===== src/rtl/shadow_commit_ctrl.sv =====
// Sequencer between a staging buffer and a main/shadow register pair.
// It handles commit (with an optional automatic snapshot), snapshot, restore and shadow preload.
module shadow_commit_ctrl #(
  parameter int WIDTH     = 32,
  parameter bit AUTO_SNAP = 1'b1
) (
  input  logic             clk,
  input  logic             rst_n,
  input  logic             i_wr_valid,
  input  logic [WIDTH-1:0] i_wr_data,
  output logic             o_wr_ready,
  input  logic             i_sh_wr_valid,
  input  logic [WIDTH-1:0] i_sh_wr_data,
  input  logic             i_commit_req,
  input  logic             i_snap_req,
  input  logic             i_restore_req,
  input  logic [WIDTH-1:0] i_shadow_data_out,
  output logic             o_main_load_en,
  output logic [WIDTH-1:0] o_main_data_in,
  output logic             o_shadow_capture_en,
  output logic             o_shadow_load_en,
  output logic [WIDTH-1:0] o_shadow_data_in,
  output logic             o_busy,
  output logic             o_pending,
  output logic             o_commit_done
);

  localparam logic [2:0] S_IDLE    = 3'd0;
  localparam logic [2:0] S_CAPTURE = 3'd1;
  localparam logic [2:0] S_LOAD    = 3'd2;
  localparam logic [2:0] S_RESTORE = 3'd3;
  localparam logic [2:0] S_PRELOAD = 3'd4;

  logic [2:0]       r_state;
  logic [2:0]       w_next_state;
  logic             r_cap_commit;
  logic             w_next_cap_commit;
  logic [WIDTH-1:0] r_staged;
  logic             r_pending;
  logic [WIDTH-1:0] r_pre_data;
  logic             r_cmt_f;
  logic             r_snp_f;
  logic             r_rst_f;
  logic             r_pre_f;
  logic             r_commit_done;

  logic w_cmt;
  logic w_snp;
  logic w_rst;
  logic w_pre;
  logic w_svc_cmt;
  logic w_svc_snp;
  logic w_svc_rst;
  logic w_svc_pre;
  logic w_drop_cmt;

  assign w_cmt = r_cmt_f | i_commit_req;
  assign w_snp = r_snp_f | i_snap_req;
  assign w_rst = r_rst_f | i_restore_req;
  assign w_pre = r_pre_f | i_sh_wr_valid;

  // A commit with nothing staged is dropped, but lower-priority work may still start that same cycle.
  always_comb begin
    w_next_state      = r_state;
    w_next_cap_commit = r_cap_commit;
    w_svc_cmt         = 1'b0;
    w_svc_snp         = 1'b0;
    w_svc_rst         = 1'b0;
    w_svc_pre         = 1'b0;
    w_drop_cmt        = 1'b0;
    case (r_state)
      S_IDLE: begin
        if (w_rst) begin
          w_next_state = S_RESTORE;
          w_svc_rst    = 1'b1;
        end else if (w_cmt && r_pending) begin
          w_svc_cmt = 1'b1;
          if (AUTO_SNAP) begin
            w_next_state      = S_CAPTURE;
            w_next_cap_commit = 1'b1;
          end else begin
            w_next_state = S_LOAD;
          end
        end else begin
          w_drop_cmt = w_cmt;
          if (w_pre) begin
            w_next_state = S_PRELOAD;
            w_svc_pre    = 1'b1;
          end else if (w_snp) begin
            w_next_state      = S_CAPTURE;
            w_next_cap_commit = 1'b0;
            w_svc_snp         = 1'b1;
          end
        end
      end
      S_CAPTURE: w_next_state = r_cap_commit ? S_LOAD : S_IDLE;
      S_LOAD:    w_next_state = S_IDLE;
      S_RESTORE: w_next_state = S_IDLE;
      S_PRELOAD: w_next_state = S_IDLE;
      default:   w_next_state = S_IDLE;
    endcase
  end

  always_ff @(posedge clk or negedge rst_n) begin
    if (!rst_n) begin
      r_state       <= S_IDLE;
      r_cap_commit  <= 1'b0;
      r_commit_done <= 1'b0;
    end else begin
      r_state       <= w_next_state;
      r_cap_commit  <= w_next_cap_commit;
      r_commit_done <= (r_state == S_LOAD);
    end
  end

  always_ff @(posedge clk or negedge rst_n) begin
    if (!rst_n) begin
      r_cmt_f <= 1'b0;
      r_snp_f <= 1'b0;
      r_rst_f <= 1'b0;
      r_pre_f <= 1'b0;
    end else begin
      r_cmt_f <= w_cmt & ~(w_svc_cmt | w_drop_cmt);
      r_snp_f <= w_snp & ~w_svc_snp;
      r_rst_f <= w_rst & ~w_svc_rst;
      r_pre_f <= w_pre & ~w_svc_pre;
    end
  end

  // Pending is always set throughout LOAD, so a new write can never collide with the clear.
  always_ff @(posedge clk or negedge rst_n) begin
    if (!rst_n) begin
      r_staged  <= '0;
      r_pending <= 1'b0;
    end else if (r_state == S_LOAD) begin
      r_pending <= 1'b0;
    end else if (i_wr_valid && !r_pending) begin
      r_staged  <= i_wr_data;
      r_pending <= 1'b1;
    end
  end

  always_ff @(posedge clk or negedge rst_n) begin
    if (!rst_n) begin
      r_pre_data <= '0;
    end else if (i_sh_wr_valid) begin
      r_pre_data <= i_sh_wr_data;
    end
  end

  assign o_wr_ready          = ~r_pending;
  assign o_pending           = r_pending;
  assign o_busy              = (r_state != S_IDLE);
  assign o_commit_done       = r_commit_done;
  assign o_shadow_capture_en = (r_state == S_CAPTURE);
  assign o_shadow_load_en    = (r_state == S_PRELOAD);
  assign o_main_load_en      = (r_state == S_LOAD) || (r_state == S_RESTORE);
  assign o_main_data_in      = (r_state == S_LOAD)    ? r_staged :
                               (r_state == S_RESTORE) ? i_shadow_data_out : '0;
  assign o_shadow_data_in    = (r_state == S_PRELOAD) ? r_pre_data : '0;

endmodule


===== config.mk =====
export PLATFORM = sky130hd
export DESIGN_NAME = shadow_commit_ctrl
export DESIGN_NICKNAME = d
export VERILOG_FILES = /design/src/rtl/shadow_commit_ctrl.sv
export SDC_FILE = /design/constraint.sdc
export NUM_CORES = 1
export LEC_CHECK = 0
export CAP_MARGIN = 0
export CELL_PAD_IN_SITES_DETAIL_PLACEMENT = 0
export CELL_PAD_IN_SITES_GLOBAL_PLACEMENT = 2
export CORE_MARGIN = 10
export CORE_UTILIZATION = 22
export CTS_BUF_LIST = sky130_fd_sc_hd__clkbuf_4 sky130_fd_sc_hd__clkbuf_8
export DETAILED_ROUTE_END_ITERATION = 8
export GPL_TIMING_DRIVEN = 0
export PLACE_DENSITY = 0.73
export REMOVE_ABC_BUFFERS = 1
export SLEW_MARGIN = 25
export SYNTH_ARGS = -nofsm -noshare
export SYNTH_HDL_FRONTEND = slang
export SYNTH_SLANG_ARGS = --single-unit

===== constraint.sdc =====
create_clock -name clk -period 1.55 [get_ports clk]
set_input_delay 0.31 -clock clk [delete_from_list [all_inputs] [get_ports clk]]
set_output_delay 0.31 -clock clk [all_outputs]
set_load 0.01 [all_outputs]

==> flow_metrics.py <==
metrics = {
    "floorplanning": {
        "fp.dieH_um": 146,
        "die_area_um2": 21200,
        "die_w_um": 146,
        "io_pins": 174,
        "row_count": 45,
        "start_util": 0.227,
        "core-area_um2": 15300,
    },
    "pwr": {
        "p_clk_frac": 0.168,
        "ir_drop_mv": 0.556,
        "switching_share": 0.346,
        "internal-power_mw": 6.17,
        "pwr-share-seq": 0.310,
        "p_switching_mw": 3.26,
        "comb_power_share": 0.522,
        "powerDensity_nw_per_um2": 1520,
        "cellLeakagePower_nw": 2.75,
        "power_mw": 9.43,
    },
    "drt": {
        "totalWireLength_um": 13100,
        "vias": 2949,
        "via_per_inst": 4.11,
        "dr.pass1.iters": 6,
        "wl_per_cell_um": 18.3,
        "drc": 0,
        "drt_iter0_markers": 74,
        "ant_nets": 0,
    },
    "sta": {
        "period_needed_ns": 1.97,
        "slew_violations": 0,
        "fmax_ghz": 0.509,
        "rsz0062_at_grt": "true",
        "setup_viol": 100,
        "period_share": 1.27,
        "maxSlewHeadroom": 0.587,
        "worst_pin_slew_ns": 0.619,
        "setup_ws_ns": -0.416,
        "hold_viol_final": 0,
        "clock_skew_ns": 0.00813,
    },
    "synth": {
        "synth-simple-area-share": 0.126,
        "synthMuxAreaShare": 0.300,
        "synth_xor_area_frac": 0,
        "synth-compound-area-share": 0.0123,
        "syn_avg_cell_area_um2": 12.3,
        "synth-seq-area-share": 0.534,
        "synth_largest_area_cell": "dfrtp_1",
        "synth_top_area_share": 0.534,
        "synthAdderAreaFrac": 0,
        "ys_seq_elements": 74,
        "ys_types": 20,
        "synth_top_family_by_area": "multiplexers",
        "mappedNetlistArea_um2": 3470,
        "synth_area_leaders": "dfrtp_1, mux2_2, mux2i_1",
        "syn_inst": 282,
        "yosys_warnings": 0,
    },
    "clock_network": {
        "cts.clk_slew.worst_paths_ns": 0.08,
        "cts-root-buf": "clkbuf_8",
        "cts_tree": "yes",
        "cts_buffers": 9,
        "htreeDepth": 3,
        "clockBufferDepth": 2,
        "clock_latency_ns": 0.36,
        "clock_sinks": 74,
    },
    "final_layout": {
        "drive_gt1_frac": 0.483,
        "final_nets": 605,
        "seq_area_um2": 1860,
        "fill_cells": 1532,
        "top_regs": "r_pre_data x32, r_staged x32, r_state x3",
        "multiInputGateArea_um2": 1690,
        "syn_to_final_growth_pct": 79.1,
        "finalInstanceArea_um2": 6220,
        "final_cells": 718,
        "mostFrequentLayoutCells": "clkdlybuf4s50_1, dfrtp_1, mux2_2, buf_6, nor2_1",
        "n_antenna_cell": 0,
        "final_common_cell": "clkdlybuf4s50_1",
    },
    "critical_path": {
        "crit_fanout": 7,
        "crit_type": "reg -> out",
        "crit_slowest_cell": "dfrtp_4",
        "critPathRequiredTime_ns": 1.24,
        "crit_end": "o_main_data_in[31]",
        "crit_arrival_ns": 1.66,
        "reg2reg_slack_ns": -0.39,
        "r2r_end": "r_staged[23]",
        "startpoint": "r_state[0]",
        "cp_common_cell": "buf_6",
        "reg2reg_depth": 8,
        "end_kind": "primary output",
        "worstPathCellList": "buf_6, clkbuf_16, buf_6, mux2i_1, nor2_1, buf_2",
        "worstSetupStartpointType": "flip-flop",
        "slowest_delay_ns": 0.51,
        "r2r_start": "r_state[0]",
    },
    "outcome": {
        "status": "complete, but fails checks",
        "violations": "negative setup slack",
    },
    "global_routing": {
        "grt_use_total": 0.119,
        "grt_antenna_before_repair": 0,
        "grt_pass1_wl_um": 19500,
        "overflow": 0,
        "grt_pass1_vias": 3216,
        "grt_max_degree": 43,
    },
    "placement": {
        "io_buffers": 173,
        "placed_cells": 654,
        "pre_cts_slack_ns": -1.17,
        "gp_congestion": 0.705,
        "placed_cell_area_um2": 5470,
        "place_hpwl_um": 8410,
    },
    "hold_path": {
        "min_path_type": "in -> reg",
    },
    "flow_run": {
        "cap_viol_max_count": 0,
    },
}
critical path, delay by kind of cell, from the launching register on:
family,cells,cell delay (ns)
mux,1,0.10
simple gates,1,0.10
flops,1,0.51
buf+inv,4,0.59
synth_stat cells, drive strengths merged:
master	count
o2bb2ai	1
clkbuf	8
inv	3
mux2i	32
mux2	64
a31oi	3
nand4b	1
dfrtp	74
nand2	2
nand3	1
nand2b	1
buf	10
nor3b	4
nor3	2
nor2	41
and2	32
o21ai	3
kinds of logic after synthesis:
logic type | count (synthesis)
flip-flops | 74
AND/OR/NAND/NOR | 84
buffers and inverters | 21
AO/OA/AOI/OAI | 7
multiplexers | 96
layout make-up:
class,count,area share
inverters,3,0.00181
clock buffers,11,0.0244
multi-input cells,189,0.272
repair buffers,225,0.352
flip-flops and latches,74,0.299
well taps,211,0.0425
clock inverters,5,0.00845
power groups by stage:
stage	logic [mW]	registers (mW)	clock network, mW
finish	4.92	2.92	1.59
global placement	3.67	3.08	0
floorplan	1.91	2.96	0
global route	5.32	3.00	1.77
detailed placement	3.72	3.12	0
CTS	4.57	2.90	1.67
metal layers:
metal / vias up / part of all wire / global-route usage
li1: 1397 / - / -
met1: 1413 / 0.46 / 0.144
met2: 134 / 0.45 / 0.185
met3: 5 / 0.085 / 0.0590
met4: 0 / 0.0070 / 0.0273
met5: - / 0 / 0
repair_timing:
item	4_1_cts	5_1_grt
gates resized for setup	281	102
pin swaps	16	24
cloned	4	3
setup buffers	35	10
endpoints found under the setup margin	111	102
hold endpoints to repair	41	0
hold buffers	1	0
stage by stage:
stage	TNS (ns)	util	hold slack [ns]
2_1_floorplan	-128.15	-	0.0144
6_report	-34.81	0.406	0.411
3_3_place_gp	-526.26	0.351	0.477
5_1_grt	-44.22	0.406	0.388
3_5_place_dp	-85.28	0.357	0.360
4_1_cts	-41.52	0.391	0.384
worst min-delay path by stage:
stage / cells after the start / endpoint / start / slack, ns
2_1_floorplan: 0 / o_commit_done / rst_n / 0.01
3_3_place_gp: 1 / r_cap_commit / r_cap_commit / 0.48
3_5_place_dp: 1 / r_staged[20] / rst_n / 0.36
4_1_cts: 2 / r_pre_data[24] / i_sh_wr_valid / 0.38
5_1_grt: 2 / r_pre_data[23] / i_sh_wr_valid / 0.39
6_report: 2 / r_pre_data[24] / i_sh_wr_valid / 0.41
No activity file was read; power rests on OpenSTA's default activity.
==> variant: new RTL, same settings <==
`WIDTH`: 32 -> 40.
--- a/src/rtl/shadow_commit_ctrl.sv
+++ b/src/rtl/shadow_commit_ctrl.sv
@@ -1,7 +1,7 @@
 // Sequencer between a staging buffer and a main/shadow register pair.
 // It handles commit (with an optional automatic snapshot), snapshot, restore and shadow preload.
 module shadow_commit_ctrl #(
-  parameter int WIDTH     = 32,
+  parameter int WIDTH     = 40,
   parameter bit AUTO_SNAP = 1'b1
 ) (
   input  logic             clk,
Interface: changed (5 resized); port bits go from 174 to 214. The function was not compared with the original's and may differ.
==> variant against the original RTL <==
  * The run still ends with setup timing left
  * Cell area grew 17%
  * Register-to-register slack lost 0.04 ns
  * Routed wire length grew 14%
  * Hold slack gained 0.033 ns
  * Via count grew 20%
  * Clock power grew 9%
  * Total power grew 16%
  * Core utilization shrank 2.0 points
  * Critical path depth is the same
  * Sequential cell count grew 16
  * Synthesized area grew 22%
  * Setup slack lost 0.051 ns
  * Count of clock-buffer cells in the layout grew 2
  * Critical path type unchanged
  * Largest cell class unchanged
  * Highest routed layer unchanged
==> variant: results (changes against the original RTL) <==
Critical Path AT=1.71 ns (+0.05 ns); largest net degree at the start of global routing=48 (+12%); commonest cells in the netlist=dfrtp_1 (90), mux2_2 (77), nor2_1 (49); VDD IR max=567 uV (+2.0%); comb_multi_in=227 (+20%); CLK BUF=13 (+2); routed len/inst=17.4 um (-4.5%); Sw Ratio=33.7% (-0.86 points); syn_area_per_cell=12.4 um^2 (+0.50%); GP Congestion=0.722 (+2.4%); Sequential Area=2260 um^2 (+22%); post-CTS setup buffer count=24 (-31%); Clock Skews=0.0132 ns (+0.00503 ns); Detail Route met2 WL=6840 um (+16%); worst setup path end=o_main_data_in[37]; Slowest-stage cell, CP=dfrtp_4; fillcell total=1853 (+21%); clock sink count=90 (+22%); M1 WL=6300 um (+4.9%); multi-input logic portion of the cell area=26.8% (-0.40 points); largest cells by area after synthesis=dfrtp_1 (53%), mux2_2 (20%), mux2i_1 (9.4%); Final clock-cell share=2.94% (-0.34 points); Area growth syn-to-layout=71.5%; status=finished, violations left; Post-Synthesis Cells=343 (+22%); logic gate share of total power=51.9% (-0.3 points); Setup Slack @ Placement=-0.871 ns (+0.302 ns); failing checks=setup timing; Cell variety after synth=22 (+10%); Leak=3.26 nW (+18%); DR vias=3528 (+20%); Clk pwr share=15.9% (-0.9 points); first-pass GRT wire length=23100 um (+18%); placed cells=803 (+23%); Seq/Total Area, Yosys=53.1% (-0.27 points); Iteration-0 DRC Markers=67 (-9.5%); IO Port Bufs=213 (+23%); met2 Track Usage GR=18.0% (-0.46 points); Via density=4.10 (-0.12%); Nets=722 (+19%); RR Endpoint=r_staged[5]; clock root buffer=clkbuf_8; mux contribution to synthesized area=30.7% (+0.68 points); DRT Pass-1 Iters=4 (-2); Non-CTS buffers=264 (+17%); Final non-clock buffer share=34.5% (-0.61 points); Final HPWL DP=10600 um (+26%); worst setup margin=-0.468 ns (-0.0513 ns); Regs by FF count=r_pre_data: 40 flops, r_staged: 40 flops, r_state: 3 flops; Post-Place Cell Area=6750 um^2 (+23%); critical path peak fanout=8 (+1); register-to-register setup slack=-0.43 ns (-0.04 ns); slew margin rel.=58.7% (-0.086 points); layout cells sized above 1=41.8% (-6.5 points); Synth Area in Compound Gates=1.00% (-0.22 points); Hold Crit Class=input pin to asynchronous set/reset pin; Setup-failing EPs final=125 (+25%); met3 WL=1680 um (+51%); post-cts sizing count=392 (+40%)
variant: per-stage QoR:
step	hold WS, ns	TNS [ns]	util (%)	power [mW]
6_report	0.444	-47.73	38.6	10.9
5_1_grt	0.453	-60.28	38.6	11.7
4_1_cts	0.434	-47.12	37.6	10.7
3_5_place_dp	0.288	-60.99	35.9	8.44
3_3_place_gp	0.466	-794.35	35.0	8.11
2_1_floorplan	0.0144	-213.37	-	5.94
variant: how the worst min path moves through the flow:
stage	from	slack, ns	endpoint	cells past startpoint
after floorplan	rst_n	0.01	o_commit_done	0
after global placement	r_staged[6]	0.47	r_staged[6]	1
after detailed placement	rst_n	0.29	r_staged[3]	1
after CTS	rst_n	0.43	r_staged[3]	2
after global routing	rst_n	0.45	r_staged[3]	2
final	rst_n	0.44	r_staged[3]	2
variant: worst reg2reg max path: cells and delay by family (launching register included):
family | cells | cell delay (ns)
DFF | 1 | 0.51
buffers and inverters | 5 | 0.74
and+or+nand+nor | 2 | 0.32
muxes | 1 | 0.29
